### config.mk
export PLATFORM = sky130hd
export DESIGN_NAME = carbon_sim_ctrl_flat
export DESIGN_NICKNAME = d
export VERILOG_FILES = /design/src/rtl/carbon_sim_ctrl_pkg.sv /design/src/rtl/carbon_sim_ctrl_if.sv /design/src/rtl/carbon_sync_fifo.sv /design/src/rtl/carbon_sim_ctrl.sv /design/src/flat_wrapper.sv
export SDC_FILE = /design/constraint.sdc
export NUM_CORES = 1
export LEC_CHECK = 0
export BUFFER_PORTS_ARGS = -buffer_cell sky130_fd_sc_hd__buf_2
export CORE_MARGIN = 2
export CORE_UTILIZATION = 35
export CTS_CLUSTER_DIAMETER = 100
export CTS_CLUSTER_SIZE = 28
export DETAILED_ROUTE_END_ITERATION = 8
export GPL_TIMING_DRIVEN = 0
export PLACE_DENSITY = 0.6
export SETUP_SLACK_MARGIN = 0.3
export SYNTH_ARGS = -nofsm -noshare
export SYNTH_HDL_FRONTEND = slang
export SYNTH_SLANG_ARGS = --single-unit
### constraint.sdc
create_clock -name clk -period 7.7 [get_ports clk]
set_input_delay 0.77 -clock clk [delete_from_list [all_inputs] [get_ports clk]]
set_output_delay 0.77 -clock clk [all_outputs]
set_load 0.05 [all_outputs]
### src/rtl/carbon_sim_ctrl_pkg.sv
// Shared definitions for the simulation-control I/O target: register offsets,
// power-state encoding and the default power-off magic byte.
package carbon_sim_pkg;

    localparam logic [2:0] SIM_SIG0   = 3'd0;
    localparam logic [2:0] SIM_SIG1   = 3'd1;
    localparam logic [2:0] SIM_SIG2   = 3'd2;
    localparam logic [2:0] SIM_SIG3   = 3'd3;
    localparam logic [2:0] SIM_CTRL   = 3'd4;
    localparam logic [2:0] SIM_CON_TX = 3'd5;
    localparam logic [2:0] SIM_STATUS = 3'd6;

    localparam logic [7:0] SIM_MAGIC_DEFAULT = 8'h5A;

    typedef enum logic [1:0] {
        RUN   = 2'd0,
        DRAIN = 2'd1,
        OFF   = 2'd2
    } sim_pwr_e;

    // Byte lane of the committed signature; lane 0 is bits [7:0].
    function automatic logic [7:0] sig_byte(input logic [31:0] sig, input logic [1:0] idx);
        return sig[idx*8 +: 8];
    endfunction

endpackage

### src/rtl/carbon_sim_ctrl_if.sv
// CPU I/O bus plus console byte stream seen by the simulation-control block.
interface carbon_sim_ctrl_if;
    logic       io_req;
    logic       io_we;
    logic [7:0] io_addr;
    logic [7:0] io_wdata;
    logic [7:0] io_rdata;
    logic       io_ack;
    logic       con_valid;
    logic [7:0] con_data;
    logic       con_ready;

    modport master (
        output io_req, io_we, io_addr, io_wdata, con_ready,
        input  io_rdata, io_ack, con_valid, con_data
    );

    modport slave (
        input  io_req, io_we, io_addr, io_wdata, con_ready,
        output io_rdata, io_ack, con_valid, con_data
    );
endinterface

### src/rtl/carbon_sync_fifo.sv
// Parameterised synchronous FIFO with fall-through head and occupancy count.
module carbon_sync_fifo #(
    parameter int WIDTH = 8,
    parameter int DEPTH = 8,
    localparam int CW = $clog2(DEPTH + 1),
    localparam int PW = (DEPTH > 1) ? $clog2(DEPTH) : 1
) (
    input  logic             clk,
    input  logic             rst,
    input  logic             push,
    input  logic [WIDTH-1:0] wdata,
    input  logic             pop,
    output logic [WIDTH-1:0] rdata,
    output logic             empty,
    output logic             full,
    output logic [CW-1:0]    count
);

    logic [WIDTH-1:0] mem [DEPTH];
    logic [PW-1:0]    wr_ptr;
    logic [PW-1:0]    rd_ptr;
    logic             do_push;
    logic             do_pop;

    function automatic logic [PW-1:0] ptr_inc(input logic [PW-1:0] p);
        return (p == PW'(DEPTH - 1)) ? '0 : p + 1'b1;
    endfunction

    assign empty   = (count == '0);
    assign full    = (count == CW'(DEPTH));
    assign do_pop  = pop && !empty;
    // A pop in the same cycle frees the slot a full FIFO would otherwise refuse.
    assign do_push = push && (!full || do_pop);
    assign rdata   = mem[rd_ptr];

    always_ff @(posedge clk) begin
        if (do_push) mem[wr_ptr] <= wdata;
    end

    always_ff @(posedge clk) begin
        if (rst) begin
            wr_ptr <= '0;
            rd_ptr <= '0;
            count  <= '0;
        end else begin
            if (do_push) wr_ptr <= ptr_inc(wr_ptr);
            if (do_pop)  rd_ptr <= ptr_inc(rd_ptr);
            case ({do_push, do_pop})
                2'b10:   count <= count + 1'b1;
                2'b01:   count <= count - 1'b1;
                default: count <= count;
            endcase
        end
    end

endmodule

### src/rtl/carbon_sim_ctrl.sv
// Simulation-control I/O target: signature commit, console FIFO and a
// power-off request that waits for the console to drain.
module carbon_sim_ctrl
    import carbon_sim_pkg::*;
#(
    parameter logic [7:0] BASE_PORT      = 8'hF0,
    parameter int         CON_DEPTH      = 8,
    parameter logic [7:0] POWEROFF_MAGIC = SIM_MAGIC_DEFAULT
) (
    input  logic              clk,
    input  logic              rst,
    carbon_sim_ctrl_if.slave  bus,
    output logic [31:0]       signature,
    output logic              poweroff
);

    localparam int CW = $clog2(CON_DEPTH + 1);

    sim_pwr_e        pwr, pwr_nxt;
    logic [2:0][7:0] shadow;
    logic            ack;
    logic [7:0]      rdata;
    logic [7:0]      rd_mux;

    logic [7:0]      off_full;
    logic [2:0]      off;
    logic            in_window;
    logic            running;
    logic            push_stall;
    logic            accept;
    logic            wr_acc;

    logic            fifo_push;
    logic            fifo_pop;
    logic [7:0]      fifo_head;
    logic            fifo_empty;
    logic            fifo_full;
    logic [CW-1:0]   fifo_count;
    logic [3:0]      occ;

    // Address decode; the lower-bound test keeps the subtraction from wrapping.
    assign off_full  = bus.io_addr - BASE_PORT;
    assign off       = off_full[2:0];
    assign in_window = (bus.io_addr >= BASE_PORT) && (off_full <= 8'd6);
    assign running   = (pwr == RUN);

    assign fifo_pop   = !fifo_empty && bus.con_ready;
    assign push_stall = bus.io_we && (off == SIM_CON_TX) && running && fifo_full && !fifo_pop;
    assign accept     = bus.io_req && in_window && !ack && !push_stall;
    assign wr_acc     = accept && bus.io_we;
    assign fifo_push  = wr_acc && (off == SIM_CON_TX) && running;
    assign occ        = 4'(fifo_count);

    carbon_sync_fifo #(
        .WIDTH (8),
        .DEPTH (CON_DEPTH)
    ) u_con_fifo (
        .clk   (clk),
        .rst   (rst),
        .push  (fifo_push),
        .wdata (bus.io_wdata),
        .pop   (fifo_pop),
        .rdata (fifo_head),
        .empty (fifo_empty),
        .full  (fifo_full),
        .count (fifo_count)
    );

    always_comb begin
        rd_mux = 8'h00;
        case (off)
            SIM_SIG0, SIM_SIG1, SIM_SIG2, SIM_SIG3:
                rd_mux = sig_byte(signature, off[1:0]);
            SIM_STATUS:
                rd_mux = {occ, poweroff, (pwr == DRAIN), fifo_full, fifo_empty};
            default:
                rd_mux = 8'h00;
        endcase
    end

    always_ff @(posedge clk) begin
        if (rst) begin
            ack       <= 1'b0;
            rdata     <= 8'h00;
            shadow    <= '0;
            signature <= 32'h0;
        end else begin
            ack   <= accept;
            rdata <= (accept && !bus.io_we) ? rd_mux : 8'h00;
            // Signature bytes are frozen once power-off has been requested.
            if (wr_acc && running) begin
                case (off)
                    SIM_SIG0: shadow[0] <= bus.io_wdata;
                    SIM_SIG1: shadow[1] <= bus.io_wdata;
                    SIM_SIG2: shadow[2] <= bus.io_wdata;
                    SIM_SIG3: signature <= {bus.io_wdata, shadow[2], shadow[1], shadow[0]};
                    default:  ;
                endcase
            end
        end
    end

    always_ff @(posedge clk) begin
        if (rst) pwr <= RUN;
        else     pwr <= pwr_nxt;
    end

    always_comb begin
        pwr_nxt = pwr;
        case (pwr)
            RUN:
                if (wr_acc && (off == SIM_CTRL) && (bus.io_wdata == POWEROFF_MAGIC))
                    pwr_nxt = DRAIN;
            DRAIN:
                if (fifo_empty) pwr_nxt = OFF;
            OFF:
                pwr_nxt = OFF;
            default:
                pwr_nxt = RUN;
        endcase
    end

    assign poweroff      = (pwr == OFF);
    assign bus.io_ack    = ack;
    assign bus.io_rdata  = rdata;
    assign bus.con_valid = !fifo_empty;
    assign bus.con_data  = fifo_empty ? 8'h00 : fifo_head;

endmodule

### src/flat_wrapper.sv
// flat-port wrapper written by rule: the top's interface ports become plain ports
module carbon_sim_ctrl_flat import carbon_sim_pkg::*;
#(
    parameter logic [7:0] BASE_PORT      = 8'hF0,
    parameter int         CON_DEPTH      = 8,
    parameter logic [7:0] POWEROFF_MAGIC = SIM_MAGIC_DEFAULT
)
  (clk, rst, signature, poweroff, bus_io_req, bus_io_we, bus_io_addr, bus_io_wdata, bus_con_ready, bus_io_rdata, bus_io_ack, bus_con_valid, bus_con_data);
  carbon_sim_ctrl_if bus_i ();
  input  logic clk;
  input  logic rst;
  output logic [31:0] signature;
  output logic poweroff;
  input wire logic [$bits(bus_i.io_req)-1:0] bus_io_req;
  input wire logic [$bits(bus_i.io_we)-1:0] bus_io_we;
  input wire logic [$bits(bus_i.io_addr)-1:0] bus_io_addr;
  input wire logic [$bits(bus_i.io_wdata)-1:0] bus_io_wdata;
  input wire logic [$bits(bus_i.con_ready)-1:0] bus_con_ready;
  output wire logic [$bits(bus_i.io_rdata)-1:0] bus_io_rdata;
  output wire logic [$bits(bus_i.io_ack)-1:0] bus_io_ack;
  output wire logic [$bits(bus_i.con_valid)-1:0] bus_con_valid;
  output wire logic [$bits(bus_i.con_data)-1:0] bus_con_data;
  assign bus_i.io_req = bus_io_req;
  assign bus_i.io_we = bus_io_we;
  assign bus_i.io_addr = bus_io_addr;
  assign bus_i.io_wdata = bus_io_wdata;
  assign bus_i.con_ready = bus_con_ready;
  assign bus_io_rdata = bus_i.io_rdata;
  assign bus_io_ack = bus_i.io_ack;
  assign bus_con_valid = bus_i.con_valid;
  assign bus_con_data = bus_i.con_data;
  carbon_sim_ctrl #(.BASE_PORT(BASE_PORT), .CON_DEPTH(CON_DEPTH), .POWEROFF_MAGIC(POWEROFF_MAGIC)) u_core (.clk(clk), .rst(rst), .bus(bus_i), .signature(signature), .poweroff(poweroff));
endmodule
==> out/qor.yml, run 1 <==
outcome:
  run_status: "finished clean"
global_route:
  overflow: 0
  grt_pass1_wl_um: 22030
  pin_count_of_the_biggest_net_entering_global_routing: 17
  grt_use_met2_pct: 25.66
  grt.busiest_layer: "met2"
  met1_usage_pct: 21.39
  global_route.usage.met3_pct: 5.023
  grt_use_total_pct: 16.28
  grt_antenna_before_repair: 0
  vias_in_the_first_global_route: 4086
logic_synthesis:
  synth.yosys.seq_area_share_pct: 59.85
  synth.yosys.warnings: 0
  netlist_area_before_placement_mm2: 0.005887
  dominantRegCellSynth: "dfxtp_1"
  synth_edf_count: 64
  postSynthRegisterBits: 144
  post_synthesis_instance_total: 482
  post_synth_num_cell_types: 43
  postSynthAreaPerCell_um2: 12.21
  synthesis.nets: 513
  async_flop_share_pct: 0
setup_path:
  cp_data_required_time_ns: 6.93
  slowest_delay_ns: 0.56
  worstSetupPathType: "reg2out"
  critical-path-slowest-cell: "clkbuf_1"
  critical_path.max_fanout: 10
  rr_worst_depth: 12
  reg2reg_setup_slack_ns: 4.63
  setup.worst_path.end: "bus_con_data[3]"
  endpoint_kind: "output port"
  start_kind: "flip-flop"
  worst_r2r_startpoint: "u_core.u_con_fifo.count[1]"
  path_cells: "buf_1, clkbuf_1, mux4_2, mux2i_1, nor2_1, buf_2"
  worst_r2r_endpoint: "u_core.u_con_fifo.count[2]"
  critical_path_arrival_ns: 2.52
cts:
  tritoncts.num_buffers: 17
  postCtsSetupBuffers: 0
  cts_resized: 0
  clock_latency_on_the_worst_skew_pair_ns: 0.42
  post_cts_hold_buffer_count: 0
  numClockSinks: 144
  tritoncts_clock_tree: "built"
  clockBufferDepth: 2
  clk_pin_slew_ns: 0.06
  cts_root_buffer_type: "clkbuf_16"
  htreeDepth: 4
power_and_ir_drop:
  power.leakage_nw: 2.525
  worst_ir_drop_vdd_mv: 0.1446
  power_density_mw_per_mm2: 231.1
  final_power_mw: 1.641
worst_hold_path:
  hold_class: "reg2reg"
  worst_hold_startpoint: "u_core.shadow[10]"
  hold_path_depth: 2
cells_and_area:
  diodes: 0
  finish.instance_area_mm2: 0.007099
  area_growth_pct: 20.60
  nNetsFinal: 601
  final_layout_size_suffix_gt1_share_pct: 24.87
sta:
  max_clock_freq_mhz: 304.0
  max-slew-margin-rel_pct: 13.71
  timing.final.max_slew_violations: 0
  tightestPinTransition_ns: 1.292
  timing.final.setup_violations: 0
  final_period_minus_worst_setup_slack_ns: 3.289
  grt_setup_unrepaired: "no"
  skew_ns: 0.006710
  finalCritPeriodShare_pct: 42.72
  aggregate_negative_setup_slack_ns: 0
  finalHoldViolations: 0
place:
  io_buffers: 69
  globalplace.congestion: 0.8336
  detailed_place_hpwl_um: 9790
  placed_cell_area_mm2: 0.006507
floorplanning:
  die_area_mm2: 0.01787
  core_region_area_mm2: 0.01652
  floorplan.initialDensity_pct: 35.63
  rows: 47
  die_width_um: 133.7
  boundaryPins: 72
  chipHeight_um: 133.7
drt:
  vias: 4049
  route.detailed.vias_per_inst: 5.042
  drtAntennaViolNets: 0
  drtPass1Iterations: 4
  average_wire_per_cell_in_the_routed_design_um: 17.49
  drt-initial-drc-count: 208
  route.final.wire_length_um: 14040
  drc: 0
flow_run:
  timing.max_cap.violations: 0
## worst max-delay path: cells and delay by family, from the launching register on
kind | cells | cell delay, ns
buf+inv | 3 | 1.13
flops | 1 | 0.31
mux | 2 | 0.61
simple gates | 1 | 0.06
## logic make-up after synthesis
group,share of synthesized area (%)
simple gates,14.50
flops,59.85
mux,15.32
compound gates,4.931
buf+inv,2.827
fa+ha+maj,2.125
xor+xnor,0.4464
## worst min path at each step
stage                            to  slack (ns)
2_1_floorplan  u_core.signature[23]        0.43
3_3_place_gp   u_core.signature[16]        0.45
3_5_place_dp   u_core.signature[10]        0.45
4_1_cts        u_core.signature[10]        0.46
5_1_grt        u_core.signature[10]        0.46
6_report       u_core.signature[10]        0.45
## flip-flops by register name, indices dropped and copies added, names as in the netlist, named ones only
signal and flops:
u_core.u_con_fifo.count 4, u_core.pwr 2, u_core.u_con_fifo.rd_ptr 3, u_core.signature 32
u_core.u_con_fifo.mem 64, u_core.shadow 24, u_core.u_con_fifo.wr_ptr 3, u_core.bus.io_ack 1
u_core.bus.io_rdata 8
## per-stage QoR
stage                     setup WS (ns)  util [%]  instances  hold WS, ns
after floorplan                   4.852         -        482       0.4312
after global placement            4.269     39.38        771       0.4472
final                             4.411     42.96        803       0.4525
after global routing              4.238     42.96        803       0.4643
after CTS                         4.338     42.87        803       0.4551
after detailed placement          4.206     39.38        771       0.4460
## routing by layer
metal	up-vias	wire length, µm
met1	1998	6367
met3	25	743
met5	-	0
met4	0	240
li1	1909	-
met2	117	6691
## synthesized netlist by cell type, drive strengths merged (4+ instances only)
master,count,share of area [%]
nor3b,4,0.51
inv,5,0.32
or3,4,0.43
nand3,10,1.1
nor4,4,1.0
nand2,76,4.8
nor2,40,2.6
a21oi,48,4.1
clkbuf,13,0.85
dfxtp,80,27
buf,20,1.7
mux2i,35,6.0
nor3,4,0.34
mux4,24,9.2
nand2b,12,1.3
edfxtp,64,33
ha,10,2.1
## cells in the final DEF (no fill, tap or decap), types with 4 or more instances in the layout
cell type and n:
or3_1 4, buf_2 84, ha_1 10, clkinv_1 5, buf_1 4, a21oi_1 48, nand2b_1 12, mux2i_1 35
nand2_1 76, inv_1 5, edfxtp_1 64, clkbuf_16 17, mux4_2 24, nor2_1 40, clkbuf_1 13, nand3_1 9
dfxtp_1 80
## where the power goes
group | total, mW | switching (mW) | internal, mW
Combinational | 0.0383 | 0.0282 | 0.0101
Sequential | 0.798 | 0.000125 | 0.797
Clock | 0.805 | 0.304 | 0.501
## cell type report
cell class	instances	area, µm²
Buffer	33	147.6
Clock buffer	18	429.2
Clock inverter	14	147.6
Fill cell	1510	9425
Inverter	5	18.77
Multi-Input combinational cell	300	2212
Sequential cell	144	3523
Tap cell	220	275.3
Timing Repair Buffer	69	345.3
Power figures use the tool's default switching activity.
==> inputs of run 2 (changes only) <==
--- a/config.mk
+++ b/config.mk
@@ -5,6 +5,7 @@
 export SDC_FILE = /design/constraint.sdc
 export NUM_CORES = 1
 export LEC_CHECK = 0
+export ABC_AREA = 1
 export BUFFER_PORTS_ARGS = -buffer_cell sky130_fd_sc_hd__buf_2
 export CORE_MARGIN = 2
 export CORE_UTILIZATION = 35
@@ -12,7 +13,7 @@
 export CTS_CLUSTER_SIZE = 28
 export DETAILED_ROUTE_END_ITERATION = 8
 export GPL_TIMING_DRIVEN = 0
-export PLACE_DENSITY = 0.6
+export PLACE_DENSITY = 0.59
 export SETUP_SLACK_MARGIN = 0.3
 export SYNTH_ARGS = -nofsm -noshare
 export SYNTH_HDL_FRONTEND = slang
==> constraint.sdc (replaced) <==
create_clock -name clk -period 3.25 [get_ports clk]
set_input_delay 0.325 -clock clk [delete_from_list [all_inputs] [get_ports clk]]
set_output_delay 0.325 -clock clk [all_outputs]
set_load 0.05 [all_outputs]
==> run 2 against run 1 <==
Against the previous run: final cell count rose by 17%; non-clock buffer count decreased by 5; largest power group is now registers; via count rose by 18%; sequential cell count is the same; cell area is 3.3% higher; die area increased by 3.8%; synthesized area is 3.9% higher.
==> out/qor.yml, run 2 <==
cells_and_area:
  largest_register_ffs: 64  # unchanged
  area_of_combinational_cells_with_multiple_inputs_mm2: 0.002146  # was 0.002212 mm²
  max_flop_register: "u_core.u_con_fifo.mem"  # unchanged
  diodes: 0  # unchanged
  final_layout_size_suffix_gt1_share_pct: 18.55  # was 24.87%
  reg.largest.list: "u_core.u_con_fifo.mem: 64 flops, u_core.signature: 32 flops, u_core.shadow: 24 flops"  # unchanged
  commonest_cells_after_routing_fill_and_taps_aside: "nor2_1 (87), inv_1 (82), dfxtp_1 (80), buf_2 (74), a21oi_1 (69)"  # was buf_2 (84), dfxtp_1 (80), nand2_1 (76), edfxtp_1 (64), a21oi_1 (48)
  seq_area_mm2: 0.003523  # unchanged
  area_growth_pct: 19.88  # was 20.60%
  nNetsFinal: 735  # was 601
  final.fill_count: 1657  # was 1510
  layout.core_utilization_pct: 42.70  # was 42.96%
  layout_commonest_cell: "nor2_1"  # was buf_2
floorplanning:
  rows: 48  # was 47
  chipHeight_um: 136.2  # was 133.7 µm
  core_region_area_mm2: 0.01718  # was 0.01652 mm²
  die_width_um: 136.2  # was 133.7 µm
  boundaryPins: 72  # unchanged
  floorplan.initialDensity_pct: 35.62  # was 35.63%
  die_area_mm2: 0.01855  # was 0.01787 mm²
power_and_ir_drop:
  worst_ir_drop_vdd_mv: 0.6984  # was 0.1446 mV
  sequential_cell_fraction_of_total_power_pct: 38.1  # was 48.6%
  final_power_mw: 5.257  # was 1.641 mW
  power.leakage_nw: 2.748  # was 2.525 nW
  internal_portion_of_total_power_mw: 3.461  # was 1.309 mW
  swShare_pct: 34.16  # was 20.22%
  power_density_mw_per_mm2: 716.8  # was 231.1 mW/mm²
  net-switching-power_mw: 1.796  # was 331.8 µW
  power.combinational.fraction_pct: 26.5  # was 2.3%
  power_frac_clock_pct: 35.4  # was 49.1%
worst_hold_path:
  hold_path_depth: 3  # was 2
  worst_hold_startpoint: "bus_io_addr[2]"  # was u_core.shadow[10]
  hold_class: "in2reg"  # was reg2reg
setup_path:
  rr_worst_depth: 6  # was 12
  cp_data_required_time_ns: 3.28  # was 6.93 ns
  critical_path_arrival_ns: 2.74  # was 2.52 ns
  worstSetupPathType: "reg2reg"  # was reg2out
  critical_path.max_fanout: 8  # was 10
  start_point_of_the_critical_path: "u_core.pwr[0]"
  endpoint_kind: "flip-flop"  # was output port
  worst_r2r_startpoint: "u_core.pwr[0]"  # was u_core.u_con_fifo.count[1]
  start_kind: "flip-flop"  # unchanged
place:
  io_buffers: 70  # was 69
  globalplace.congestion: 0.8510  # was 0.8336
  detailed_place_hpwl_um: 11140  # was 9790 µm
  placement.setup.worst_slack_ns: 0.1890  # was 4.206 ns
global_route:
  pin_count_of_the_biggest_net_entering_global_routing: 17  # unchanged
  grt_use_total_pct: 18.48  # was 16.28%
  grt_pass1_wl_um: 25410  # was 22030 µm
  overflow: 0  # unchanged
  vias_in_the_first_global_route: 4810  # was 4086
  grt_antenna_before_repair: 0  # unchanged
logic_synthesis:
  synth_top_area_cell: "edfxtp_1"  # unchanged
  synth.yosys.seq_area_share_pct: 57.59  # was 59.85%
  dominantRegCellSynth: "dfxtp_1"  # unchanged
  synthesis.nets: 646  # was 513
  synth_top_cells_by_area: "edfxtp_1 (31%), dfxtp_1 (26%), o21a_1 (6.9%), a21oi_1 (5.6%), nor2_1 (5.3%)"  # was edfxtp_1 (33%), dfxtp_1 (27%), mux4_2 (9.2%), mux2i_1 (6.0%), nand2_1 (4.8%)
  post_synthesis_instance_total: 615  # was 482
  postSynthAreaPerCell_um2: 9.949  # was 12.21 µm²
  post_synth_num_cell_types: 34  # was 43
  netlist_area_before_placement_mm2: 0.006118  # was 0.005887 mm²
  synth.yosys.warnings: 0  # unchanged
  synth.cells.most_frequent: "nor2_1 (87), inv_1 (82), dfxtp_1 (80), a21oi_1 (69), edfxtp_1 (64)"  # was dfxtp_1 (80), nand2_1 (76), edfxtp_1 (64), a21oi_1 (48), nor2_1 (40)
  synth_edf_count: 64  # unchanged
  postSynthRegisterBits: 144  # unchanged
  yosysTopAreaCellShare_pct: 31.41  # was 32.65%
  async_flop_share_pct: 0  # unchanged
  post-synth-top-count-cell: "nor2_1"  # was dfxtp_1
cts:
  clockBufferDepth: 2  # unchanged
  clk_pin_slew_ns: 0.06  # about the same
  clock_latency_on_the_worst_skew_pair_ns: 0.42  # about the same
  numClockSinks: 144  # unchanged
  cts_root_buffer_type: "clkbuf_16"  # unchanged
  tritoncts_clock_tree: "built"  # unchanged
  tritoncts.num_buffers: 17  # unchanged
  postCtsSetupBuffers: 0  # unchanged
  htreeDepth: 4  # unchanged
drt:
  average_wire_per_cell_in_the_routed_design_um: 17.45  # was 17.49 µm
  route.detailed.vias_per_inst: 5.068  # was 5.042
  drtAntennaViolNets: 0  # unchanged
  drc: 0  # unchanged
  drt-initial-drc-count: 392  # was 208
  drtPass1Iterations: 5  # was 4
  route.final.wire_length_um: 16440  # was 14040 µm
  vias: 4774  # was 4049
sta:
  tightestPinTransition_ns: 1.228  # was 1.292 ns
  aggregate_negative_setup_slack_ns: 0  # unchanged
  max-slew-margin-rel_pct: 17.53  # was 13.71%
  timing.final.max_slew_violations: 0  # unchanged
  finalCritPeriodShare_pct: 83.44
  grt_setup_unrepaired: "no"  # unchanged
  finalHoldViolations: 0  # unchanged
  final_period_minus_worst_setup_slack_ns: 2.712
  skew_ns: 0.01168  # was 0.006710 ns
  max_clock_freq_mhz: 368.7
  worst_slack_ns: 0.5380  # was 4.411 ns
  timing.final.setup_violations: 0  # unchanged
outcome:
  run_status: "finished clean"  # unchanged
flow_run:
  timing.max_cap.violations: 0  # unchanged
[run 2: area by class of cell]
| type | count | area share, % |
|---|---|---|
| plain buffers | 27 | 2.064 |
| clock buffers | 25 | 6.482 |
| clock inverters | 7 | 1.143 |
| inverters | 86 | 4.401 |
| multi-input cells | 358 | 29.26 |
| flip-flops and latches | 144 | 48.04 |
| well taps | 225 | 3.838 |
| repair buffers | 70 | 4.777 |
[run 2: path summary, 6_finish.rpt]
check | end | slack [ns]
max reg2reg | u_core.u_con_fifo.mem[7][0] | 0.54
min | u_core.bus.io_rdata[2] | 0.24
min reg2reg | u_core.signature[6] | 0.47
max | u_core.u_con_fifo.mem[7][0] | 0.54
[run 2: cell families (layout without fill, tap and decap cells)]
family	count (synthesis)	after routing	share of synthesized area [%]
DFF	144	144	57.59
adders and majority gates	10	10	2.045
buffers and inverters	113	215	7.750
xor gates and xnor gates	4	4	0.5727
AOI/OAI and AO/OA	196	196	20.57
and+or+nand+nor	148	148	11.47
[run 2: stage by stage]
step	std cells	cell area, µm²	hold WS [ns]
after detailed placement	910	6750	0.4529
after global placement	910	6750	0.4450
after floorplan	615	6118	0.4239
final	942	7335	0.2371
after global routing	942	7335	0.2416
after CTS	942	7310	0.2176
[run 2: routing by layer]
metal,global-route usage (%),wire length [µm]
met4,7.928,449
met1,23.82,7301
met3,4.362,856
met2,29.68,7832
met5,0,0
[run 2: critical path: stages, from the launching register on]
cell     delay [ns]
dfxtp_1        0.32
inv_1          0.10
ha_1           0.30
nand3_4        0.13
nor3_4         0.30
nand2_1        0.20
nor3_1         0.97
[run 2: power groups by stage]
stage | sequential [mW] | combinational, mW | clock (mW)
final | 2.00 | 1.39 | 1.86
after floorplan | 2.02 | 0.995 | 0
after CTS | 2.00 | 1.38 | 1.89
after detailed placement | 2.04 | 1.37 | 0
after global placement | 2.03 | 1.35 | 0
after global routing | 2.01 | 1.51 | 1.98
[run 2: timing repair]
action | 4_1_cts | 5_1_grt
setup endpoints to repair | 0 | 22
hold buffers | 0 | 0
gates resized for setup | 0 | 3
